## src/rtl/cpu_bus_bridge_if.sv

```systemverilog
// CPU-side four-phase bus handshake between the CPU core (master) and the bridge (slave).
interface cpu_bus_bridge_if #(
  parameter int unsigned DATA_W = 32,
  parameter int unsigned ADDR_W = 32
);
  logic              req;
  logic              we;
  logic [ADDR_W-1:0] addr;
  logic [DATA_W-1:0] wdata;
  logic [DATA_W-1:0] rdata;
  logic              ready;

  modport master (output req, we, addr, wdata, input rdata, ready);
  modport slave  (input req, we, addr, wdata, output rdata, ready);
endinterface

```

## src/rtl/cpu_bus_bridge.sv

```systemverilog
// Bridge from the CPU four-phase bus to a sync-read RAM port, a waited I/O window,
// or unmapped space (sticky error, fixed read value).
module cpu_bus_bridge #(
  parameter int unsigned       DATA_W       = 32,
  parameter int unsigned       ADDR_W       = 32,
  parameter int unsigned       RAM_AW       = 16,
  parameter int unsigned       MEM_LAT      = 1,
  parameter logic [ADDR_W-1:0] IO_BASE      = 32'h0001_FF00,
  parameter int unsigned       IO_WAIT      = 2,
  parameter logic [DATA_W-1:0] UNMAPPED_VAL = 32'hFFFF_FFFF
) (
  input  logic                 i_clk,
  input  logic                 i_rst,
  cpu_bus_bridge_if.slave      cpu,
  output logic                 o_mem_en,
  output logic                 o_mem_we,
  output logic [RAM_AW-1:0]    o_mem_addr,
  output logic [DATA_W-1:0]    o_mem_wdata,
  input  logic [DATA_W-1:0]    i_mem_rdata,
  output logic                 o_io_rd,
  output logic                 o_io_wr,
  output logic [7:0]           o_io_addr,
  output logic [DATA_W-1:0]    o_io_wdata,
  input  logic [DATA_W-1:0]    i_io_rdata,
  output logic                 o_bus_err,
  input  logic                 i_err_clr
);

  typedef enum logic [2:0] {S_IDLE, S_RAM_WAIT, S_IO_WAIT, S_IO_CAP, S_ACK} state_t;

  localparam logic [3:0] MEM_LAT_C = 4'(MEM_LAT);
  localparam logic [3:0] IO_WAIT_C = 4'(IO_WAIT);

  state_t              state, state_n;
  logic [3:0]          cnt, cnt_n;
  logic                we_q, we_n;
  logic [DATA_W-1:0]   rdata_q, rdata_n;
  logic                ready_q, ready_n;
  logic                err_q, err_n;
  logic                mem_en_n, mem_we_n;
  logic [RAM_AW-1:0]   mem_addr_n;
  logic [DATA_W-1:0]   mem_wdata_n;
  logic                io_rd_n, io_wr_n;
  logic [7:0]          io_addr_n;
  logic [DATA_W-1:0]   io_wdata_n;
  logic                is_ram, is_io;

  assign is_ram = (cpu.addr[ADDR_W-1:RAM_AW] == '0);
  assign is_io  = (cpu.addr[ADDR_W-1:8] == IO_BASE[ADDR_W-1:8]);

  assign cpu.rdata = rdata_q;
  assign cpu.ready = ready_q;
  assign o_bus_err = err_q;

  always_ff @(posedge i_clk) begin
    if (!i_rst) begin
      state       <= S_IDLE;
      cnt         <= '0;
      we_q        <= 1'b0;
      rdata_q     <= '0;
      ready_q     <= 1'b0;
      err_q       <= 1'b0;
      o_mem_en    <= 1'b0;
      o_mem_we    <= 1'b0;
      o_mem_addr  <= '0;
      o_mem_wdata <= '0;
      o_io_rd     <= 1'b0;
      o_io_wr     <= 1'b0;
      o_io_addr   <= '0;
      o_io_wdata  <= '0;
    end else begin
      state       <= state_n;
      cnt         <= cnt_n;
      we_q        <= we_n;
      rdata_q     <= rdata_n;
      ready_q     <= ready_n;
      err_q       <= err_n;
      o_mem_en    <= mem_en_n;
      o_mem_we    <= mem_we_n;
      o_mem_addr  <= mem_addr_n;
      o_mem_wdata <= mem_wdata_n;
      o_io_rd     <= io_rd_n;
      o_io_wr     <= io_wr_n;
      o_io_addr   <= io_addr_n;
      o_io_wdata  <= io_wdata_n;
    end
  end

  always_comb begin
    state_n     = state;
    cnt_n       = cnt;
    we_n        = we_q;
    rdata_n     = rdata_q;
    ready_n     = ready_q;
    // a set on this edge overrides a simultaneous clear
    err_n       = err_q & ~i_err_clr;
    mem_en_n    = 1'b0;
    mem_we_n    = o_mem_we;
    mem_addr_n  = o_mem_addr;
    mem_wdata_n = o_mem_wdata;
    io_rd_n     = 1'b0;
    io_wr_n     = 1'b0;
    io_addr_n   = o_io_addr;
    io_wdata_n  = o_io_wdata;

    case (state)
      S_IDLE: begin
        if (cpu.req) begin
          we_n = cpu.we;
          if (is_ram) begin
            mem_en_n    = 1'b1;
            mem_we_n    = cpu.we;
            mem_addr_n  = cpu.addr[RAM_AW-1:0];
            mem_wdata_n = cpu.wdata;
            cnt_n       = MEM_LAT_C;
            state_n     = S_RAM_WAIT;
          end else if (is_io) begin
            io_addr_n  = cpu.addr[7:0];
            io_wdata_n = cpu.wdata;
            if (IO_WAIT == 0) begin
              io_rd_n = ~cpu.we;
              io_wr_n = cpu.we;
              state_n = S_IO_CAP;
            end else begin
              cnt_n   = IO_WAIT_C;
              state_n = S_IO_WAIT;
            end
          end else begin
            ready_n = 1'b1;
            err_n   = 1'b1;
            if (!cpu.we) rdata_n = UNMAPPED_VAL;
            state_n = S_ACK;
          end
        end
      end
      S_RAM_WAIT: begin
        if (cnt == 4'd1) begin
          if (!we_q) rdata_n = i_mem_rdata;
          ready_n = 1'b1;
          cnt_n   = '0;
          state_n = S_ACK;
        end else begin
          cnt_n = cnt - 4'd1;
        end
      end
      S_IO_WAIT: begin
        if (cnt == 4'd1) begin
          io_rd_n = ~we_q;
          io_wr_n = we_q;
          cnt_n   = '0;
          state_n = S_IO_CAP;
        end else begin
          cnt_n = cnt - 4'd1;
        end
      end
      S_IO_CAP: begin
        if (!we_q) rdata_n = i_io_rdata;
        ready_n = 1'b1;
        state_n = S_ACK;
      end
      S_ACK: begin
        if (!cpu.req) begin
          ready_n = 1'b0;
          state_n = S_IDLE;
        end
      end
      default: state_n = S_IDLE;
    endcase
  end

endmodule

```

## src/flat_wrapper.sv

```systemverilog
// flat-port wrapper written by rule: the top's interface ports become plain ports
module cpu_bus_bridge_flat 
#(
  parameter int unsigned       DATA_W       = 32,
  parameter int unsigned       ADDR_W       = 32,
  parameter int unsigned       RAM_AW       = 16,
  parameter int unsigned       MEM_LAT      = 1,
  parameter logic [ADDR_W-1:0] IO_BASE      = 32'h0001_FF00,
  parameter int unsigned       IO_WAIT      = 2,
  parameter logic [DATA_W-1:0] UNMAPPED_VAL = 32'hFFFF_FFFF
)
  (i_clk, i_rst, o_mem_en, o_mem_we, o_mem_addr, o_mem_wdata, i_mem_rdata, o_io_rd, o_io_wr, o_io_addr, o_io_wdata, i_io_rdata, o_bus_err, i_err_clr, cpu_req, cpu_we, cpu_addr, cpu_wdata, cpu_rdata, cpu_ready);
  cpu_bus_bridge_if #(.DATA_W(DATA_W), .ADDR_W(ADDR_W)) cpu_i ();
  input  logic i_clk;
  input  logic i_rst;
  output logic o_mem_en;
  output logic o_mem_we;
  output logic [RAM_AW-1:0] o_mem_addr;
  output logic [DATA_W-1:0] o_mem_wdata;
  input  logic [DATA_W-1:0] i_mem_rdata;
  output logic o_io_rd;
  output logic o_io_wr;
  output logic [7:0] o_io_addr;
  output logic [DATA_W-1:0] o_io_wdata;
  input  logic [DATA_W-1:0] i_io_rdata;
  output logic o_bus_err;
  input  logic i_err_clr;
  input wire logic [$bits(cpu_i.req)-1:0] cpu_req;
  input wire logic [$bits(cpu_i.we)-1:0] cpu_we;
  input wire logic [$bits(cpu_i.addr)-1:0] cpu_addr;
  input wire logic [$bits(cpu_i.wdata)-1:0] cpu_wdata;
  output wire logic [$bits(cpu_i.rdata)-1:0] cpu_rdata;
  output wire logic [$bits(cpu_i.ready)-1:0] cpu_ready;
  assign cpu_i.req = cpu_req;
  assign cpu_i.we = cpu_we;
  assign cpu_i.addr = cpu_addr;
  assign cpu_i.wdata = cpu_wdata;
  assign cpu_rdata = cpu_i.rdata;
  assign cpu_ready = cpu_i.ready;
  cpu_bus_bridge #(.DATA_W(DATA_W), .ADDR_W(ADDR_W), .RAM_AW(RAM_AW), .MEM_LAT(MEM_LAT), .IO_BASE(IO_BASE), .IO_WAIT(IO_WAIT), .UNMAPPED_VAL(UNMAPPED_VAL)) u_core (.i_clk(i_clk), .i_rst(i_rst), .cpu(cpu_i), .o_mem_en(o_mem_en), .o_mem_we(o_mem_we), .o_mem_addr(o_mem_addr), .o_mem_wdata(o_mem_wdata), .i_mem_rdata(i_mem_rdata), .o_io_rd(o_io_rd), .o_io_wr(o_io_wr), .o_io_addr(o_io_addr), .o_io_wdata(o_io_wdata), .i_io_rdata(i_io_rdata), .o_bus_err(o_bus_err), .i_err_clr(i_err_clr));
endmodule
```

## config.mk

```make
export PLATFORM = sky130hd
export DESIGN_NAME = cpu_bus_bridge_flat
export DESIGN_NICKNAME = d
export VERILOG_FILES = /design/src/rtl/cpu_bus_bridge_if.sv /design/src/rtl/cpu_bus_bridge.sv /design/src/flat_wrapper.sv
export SDC_FILE = /design/constraint.sdc
export NUM_CORES = 1
export LEC_CHECK = 0
export CAP_MARGIN = 5
export CORE_ASPECT_RATIO = 1.1
export CORE_UTILIZATION = 41
export DETAILED_ROUTE_END_ITERATION = 7
export PLACE_DENSITY = 0.84
export SLEW_MARGIN = 10
export SYNTH_ARGS = -nofsm -noshare
export SYNTH_HDL_FRONTEND = slang
export SYNTH_SLANG_ARGS = --single-unit
```

## constraint.sdc

```tcl
create_clock -name i_clk -period 2.7 [get_ports i_clk]
set_clock_uncertainty 0.15 [all_clocks]
set_input_delay 0.54 -clock i_clk [delete_from_list [all_inputs] [get_ports i_clk]]
set_output_delay 0.54 -clock i_clk [all_outputs]
set_load 0.1 [all_outputs]
```

==> results.yml, run 1 <==
setup_path:
  worst_setup_path_end_kind: "register"
  timing.rr.start: "u_core.state[1]"
  worstPathMaxFanout: 40
  r2r_cells: 6
  worst_ep_arrival_time_ns: 2.59
  path_class: "in2reg"
  cp_cell_sequence: "clkdlybuf4s50_1 > nor4_2 > nand4_1 > nor4_4 > buf_12 > mux2i_1 > nor2_1"
  crit_path_start_kind: "primary input"
  worstPathRequired_ns: 2.84
  slowest_delay_ns: 0.46
  crit_path_top_delay_cell: "clkdlybuf4s50_1"
  regToRegSetupSlack_ns: 0.52
  timing.rr.end: "u_core.o_io_wdata[13]"
status:
  status: "complete, no violations"
synth:
  synth.area.top_cells: "dfxtp_1 51%, mux2i_1 7.7%, nand2_1 7.4%"
  ys_ff_latch: 134
  ys_top_cells_by_count: "134 x dfxtp_1, 104 x nand2_1, 54 x a21oi_1"
  ys_types: 43
  synth-main-ff-cell: "dfxtp_1"
  syn-num-nets: 680
  syn_inst: 545
  synth.avg_cell_area_um2: 9.730
  yosysMostFrequentCell: "dfxtp_1"
  seq_area_frac_synth: 0.5059
  synth-edff-count: 0
  syn_area_um2: 5303
  yosys_warnings: 0
  synth.largest_area_cell: "dfxtp_1"
  async_reset_ff_frac: 0
  synth_top_area_share: 0.5059
placement:
  portBuffers: 258
  dp_hpwl_mm: 11.78
  routabilityCongestion: 0.7978
  pre_cts_slack_ns: -0.1639
  dpl-instance-area_um2: 7755
clock_tree:
  cts.repair.resized: 0
  cts_buffers: 17
  cts_tree: "done"
  cts.sinks: 134
  cts_setup_buffers: 0
  clk_pin_slew_ns: 0.06
  cts_buffer_depth: 2
  hold_buffers: 0
  clock_latency_ns: 0.41
  clockRootBuffer: "clkbuf_16"
  htree_levels: 4
job:
  maxCapViolCount: 0
layout:
  drive_gt1_frac: 0.2648
  antenna_cells: 0
  design_area_um2: 8414
  area_growth_pct: 58.68
  finalNetCount: 934
  fin_util: 0.6684
timing:
  drv_slew: 0
  setup_violations: 0
  period_minus_slack_ns: 2.448
  rsz0062_at_grt: "no"
  setup_slack_ns: 0.2520
  finalSetupTns_ns: 0
  worstMarginPinSlew_ns: 0.3553
  relSlewSlack: 0.7570
  clock.fmax_mhz: 408.5
  fin_crit_sh: 0.9067
  final-hold-violation-count: 0
die:
  io_pins: 259
  dieArea_um2: 13390
  die_h_um: 121.3
  rows: 43
  initial_core_util: 0.4212
  core_area_um2: 12590
  die_w_um: 110.4
worst_hold_path:
  holdPathEnd: "u_core.o_mem_wdata[26]"
  whs_path_depth: 2
  hp-start: "u_core.o_mem_wdata[26]"
  worstHoldPathType: "reg2reg"
routing:
  antenna_left: 0
  via_per_inst: 5.238
  dr.pass1.iters: 4
  via_count: 5076
  wl_mm: 16.46
  first_iter_violations: 277
  drc: 0
  avgRoutedWirePerCell_um: 16.99
grt:
  grt_pass1_vias: 5263
  grt_pass1_wl_mm: 26.24
  grt_max_degree: 71
  antenna_found_initial: 0
  globalRouteOverflowTotal: 0
  gr-usage-all-layers: 0.2477
pwr:
  pwr_density_cell_nw_per_um2: 623.6
  p_leak_uw: 0.003273
  total_power_uw: 5247
  peakVddDrop_mv: 0.5671
[cells by family (layout without fill, tap and decap cells)]
group,Yosys count,in the layout,share of synthesized area
DFF,134,134,0.5059
buffers and inverters,47,314,0.04436
muxes,73,73,0.1454
adders and majority gates,2,2,0.004718
AOI/OAI and AO/OA,100,100,0.1413
xor gates and xnor gates,1,1,0.001652
and+or+nand+nor,188,188,0.1567
[metrics by stage]
step                      instances  hold slack, ns
after detailed placement        937          0.2968
after global routing            969          0.3236
after global placement          937          0.2938
after floorplan                 545          0.2761
after CTS                       969          0.3064
final                           969          0.3054
[critical path: cells and delay by family]
kind | cells | cell delay (ns)
multiplexers | 1 | 0.26
buffers and inverters | 2 | 0.76
AND/OR/NAND/NOR | 4 | 0.98
[where the power goes]
| part | internal (uW) | switching [uW] |
|---|---|---|
| combinational | 274 | 376 |
| clock | 1740 | 826 |
| sequential | 2010 | 22.0 |
[cell usage in the layout, fill, tap and decap left out, drive strengths merged, types with 2 or more instances in the layout]
master	Yosys	routed
buf	13	143
dfxtp	134	134
clkdlybuf4s50	0	132
nand2	104	104
a21oi	54	54
nor2	53	53
mux2i	41	41
mux2	32	32
o221a	32	32
clkbuf	27	24
inv	7	7
nor3	7	7
nor4	6	6
bufinv	0	5
nand3	4	4
nand4	3	3
or3	3	3
o21ai	3	3
o21a	2	2
o31ai	2	2
a41oi	2	2
ha	2	2
clkinv	0	2
or2	2	2
[cell type report]
class | instances | area, um2
inverter | 7 | 26.28
fill | 954 | 4175
multi-input combinational | 364 | 2392
sequential | 134 | 2683
tap | 157 | 196.4
timing repair buffer | 275 | 2457
clock buffer | 24 | 491.7
clock inverter | 8 | 167.7
[per-layer routing]
layer / vias up / routed length [um] / GRT usage
met5: - / 0 / 0
met4: 0 / 473 / 0.1167
met3: 30 / 1254 / 0.08442
met2: 218 / 8447 / 0.4375
met1: 2409 / 6286 / 0.2661
li1: 2419 / - / -
[sequential cells by signal, indices dropped and copies added, names as in the netlist]
register            count
u_core.state            3
u_core.o_bus_err        1
u_core.we_q             1
u_core.cpu.rdata       32
u_core.cnt              4
u_core.o_io_wdata      32
u_core.o_mem_wdata     32
u_core.o_mem_addr      16
u_core.o_mem_we         1
u_core.o_io_rd          1
u_core.cpu.ready        1
u_core.o_io_addr        8
u_core.o_io_wr          1
u_core.o_mem_en         1
[how the worst max path moves through the flow]
stage                       endpoint    startpoint  cells past startpoint
2_1_floorplan  u_core.o_io_wdata[15]  cpu_addr[21]                      6
3_3_place_gp   u_core.o_io_wdata[23]  cpu_addr[21]                      7
3_5_place_dp   u_core.o_io_wdata[13]  cpu_addr[21]                      7
4_1_cts        u_core.o_io_wdata[13]  cpu_addr[21]                      7
5_1_grt        u_core.o_io_wdata[13]  cpu_addr[21]                      7
6_report       u_core.o_io_wdata[13]  cpu_addr[21]                      7
Power figures use the tool's default switching activity.
==> run 2: changes to the inputs <==
--- a/config.mk
+++ b/config.mk
@@ -10,6 +10,7 @@
 export CORE_UTILIZATION = 41
 export DETAILED_ROUTE_END_ITERATION = 7
 export PLACE_DENSITY = 0.84
+export REMOVE_ABC_BUFFERS = 1
 export SLEW_MARGIN = 10
 export SYNTH_ARGS = -nofsm -noshare
 export SYNTH_HDL_FRONTEND = slang
==> run 2 against run 1 <==
Net effect:
- first-iteration DRC count fell by 25%
- routed wire length fell by 2.4%
- register-to-register slack got worse by 0.17 ns
- final area rose by 0.43%
- utilization rose by 0.29 points
- highest routed layer unchanged
==> results.yml, run 2 (same netlist as run 1, synthesis figures left out) <==
layout:
  finalNetCount: 944
  drive_gt1_frac: 0.2749
  instances_no_fill: 979
  final_common_cell: "buf_4"
  layout_common_cells: "149 x buf_4, 134 x dfxtp_1, 132 x clkdlybuf4s50_1"
  antenna_cells: 0
  fillers: 947
  area_growth_pct: 59.37
timing:
  setup_slack_ns: 0.2061
  worstMarginPinSlew_ns: 0.7566
  setup_violations: 0
  period_minus_slack_ns: 2.494
  drv_slew: 0
  rsz0062_at_grt: "no"
  fin_crit_sh: 0.9237
  clock.fmax_mhz: 401.0
  fin_hold_ws_ns: 0.3051
  finalSetupTns_ns: 0
  final-hold-violation-count: 0
  relSlewSlack: 0.4940
routing:
  antenna_left: 0
  via_per_inst: 5.189
  avgRoutedWirePerCell_um: 16.40
  first_iter_violations: 209
  drc: 0
  wl_mm: 16.06
  via_count: 5080
  dr.pass1.iters: 5
placement:
  routabilityCongestion: 0.7762
  dp_hpwl_mm: 11.53
  dpl.cell_count: 946
  portBuffers: 258
  pre_cts_slack_ns: -0.5147
setup_path:
  timing.rr.start: "u_core.cnt[0]"
  worst_ep_arrival_time_ns: 2.62
  crit_path_start_kind: "primary input"
  startpoint: "cpu_addr[21]"
  worstPathRequired_ns: 2.83
  path_class: "in2reg"
  worstPathMaxFanout: 31
  worst_setup_path_end_kind: "register"
pwr:
  peakVddDrop_mv: 0.3886
  pwr_density_cell_nw_per_um2: 612.0
  p_leak_uw: 0.003302
clock_tree:
  clock_latency_ns: 0.41
  cts.sinks: 134
  htree_levels: 4
  hold_buffers: 0
  cts_buffer_depth: 2
  cts_tree: "done"
  cts_buffers: 17
  clk_pin_slew_ns: 0.06
  clockRootBuffer: "clkbuf_16"
die:
  die_w_um: 110.4
  rows: 43
  dieArea_um2: 13390
  die_h_um: 121.3
  initial_core_util: 0.4212
  io_pins: 259
  core_area_um2: 12590
grt:
  grt_max_degree: 53
  gr-usage-all-layers: 0.2397
  globalRouteOverflowTotal: 0
  antenna_found_initial: 0
  grt_pass1_wl_mm: 25.61
  grt_pass1_vias: 5183
status:
  status: "complete, no violations"
job:
  maxCapViolCount: 0
worst_hold_path:
  hp-start: "u_core.o_mem_addr[3]"
  worstHoldPathType: "reg2reg"
run 2: changes by cell type in the layout (fill, tap and decap cells not counted), sizes merged:
cell / previous run / this run
buf: 143 / 152
a211oi: 1 / 2
bufinv: 5 / 4
clkinv: 2 / 5
clkinvlp: 1 / 0
clkbuf: 24 / 19
inv: 7 / 11
run 2: area by class of cell:
type,instances,area (um2),share of cell area
flip-flops and latches,134,2683,0.3174
repair buffers,284,2500,0.2958
multi-input cells,365,2411,0.2853
clock buffers,19,442.9,0.05241
well taps,157,196.4,0.02325
clock inverters,13,191.4,0.02265
inverters,7,26.28,0.003109
run 2: through the flow:
step	total power (uW)	utilization	cell area [um2]
2_1_floorplan	2413	-	5094
3_3_place_gp	2721	0.6193	7796
3_5_place_dp	2731	0.6193	7796
4_1_cts	5218	0.6712	8451
5_1_grt	5334	0.6712	8451
6_report	5172	0.6712	8451
run 2: worst paths after layout:
path | to | slack, ns | depth (start not counted)
setup / recovery | u_core.o_io_addr[5] | 0.21 | 7
hold / removal | u_core.o_mem_addr[3] | 0.31 | 2
setup reg to reg | u_core.cpu.rdata[30] | 0.35 | 6
hold reg to reg | u_core.o_mem_addr[3] | 0.31 | 2
run 2: repair_timing:
| item | 4_1_cts | 5_1_grt |
|---|---|---|
| setup buffers | 0 | 0 |
| resized for setup | 1 | 0 |
| endpoints found under the setup margin | 32 | 0 |
run 2: worst max-delay path, cell delays in order:
cell             delay, ns
clkdlybuf4s50_1       0.41
nor4_2                0.37
nand4_1               0.26
nor4_4                0.42
buf_12                0.30
mux2i_1               0.24
nor2_1                0.06
run 2: routing by layer:
| layer | up-vias | global-route usage | part of all wire |
|---|---|---|---|
| met4 | 0 | 0.1058 | 0.021 |
| met1 | 2370 | 0.2550 | 0.39 |
| met2 | 237 | 0.4231 | 0.50 |
| li1 | 2448 | - | - |
| met5 | - | 0 | 0 |
| met3 | 25 | 0.08991 | 0.094 |
run 2: report_power, final:
group / total (uW) / internal, uW / switching, uW
logic: 655 / 278 / 377
registers: 2040 / 2010 / 24.2
clock network: 2480 / 1580 / 896
total: 5170 / 3880 / 1300
==> run 3: changes to the inputs <==
--- a/config.mk
+++ b/config.mk
@@ -15,3 +15,4 @@
 export SYNTH_ARGS = -nofsm -noshare
 export SYNTH_HDL_FRONTEND = slang
 export SYNTH_SLANG_ARGS = --single-unit
+export TNS_END_PERCENT = 100
==> results of run 3 <==
Same layout as run 2: the final DEF is identical, and so are final timing and power.
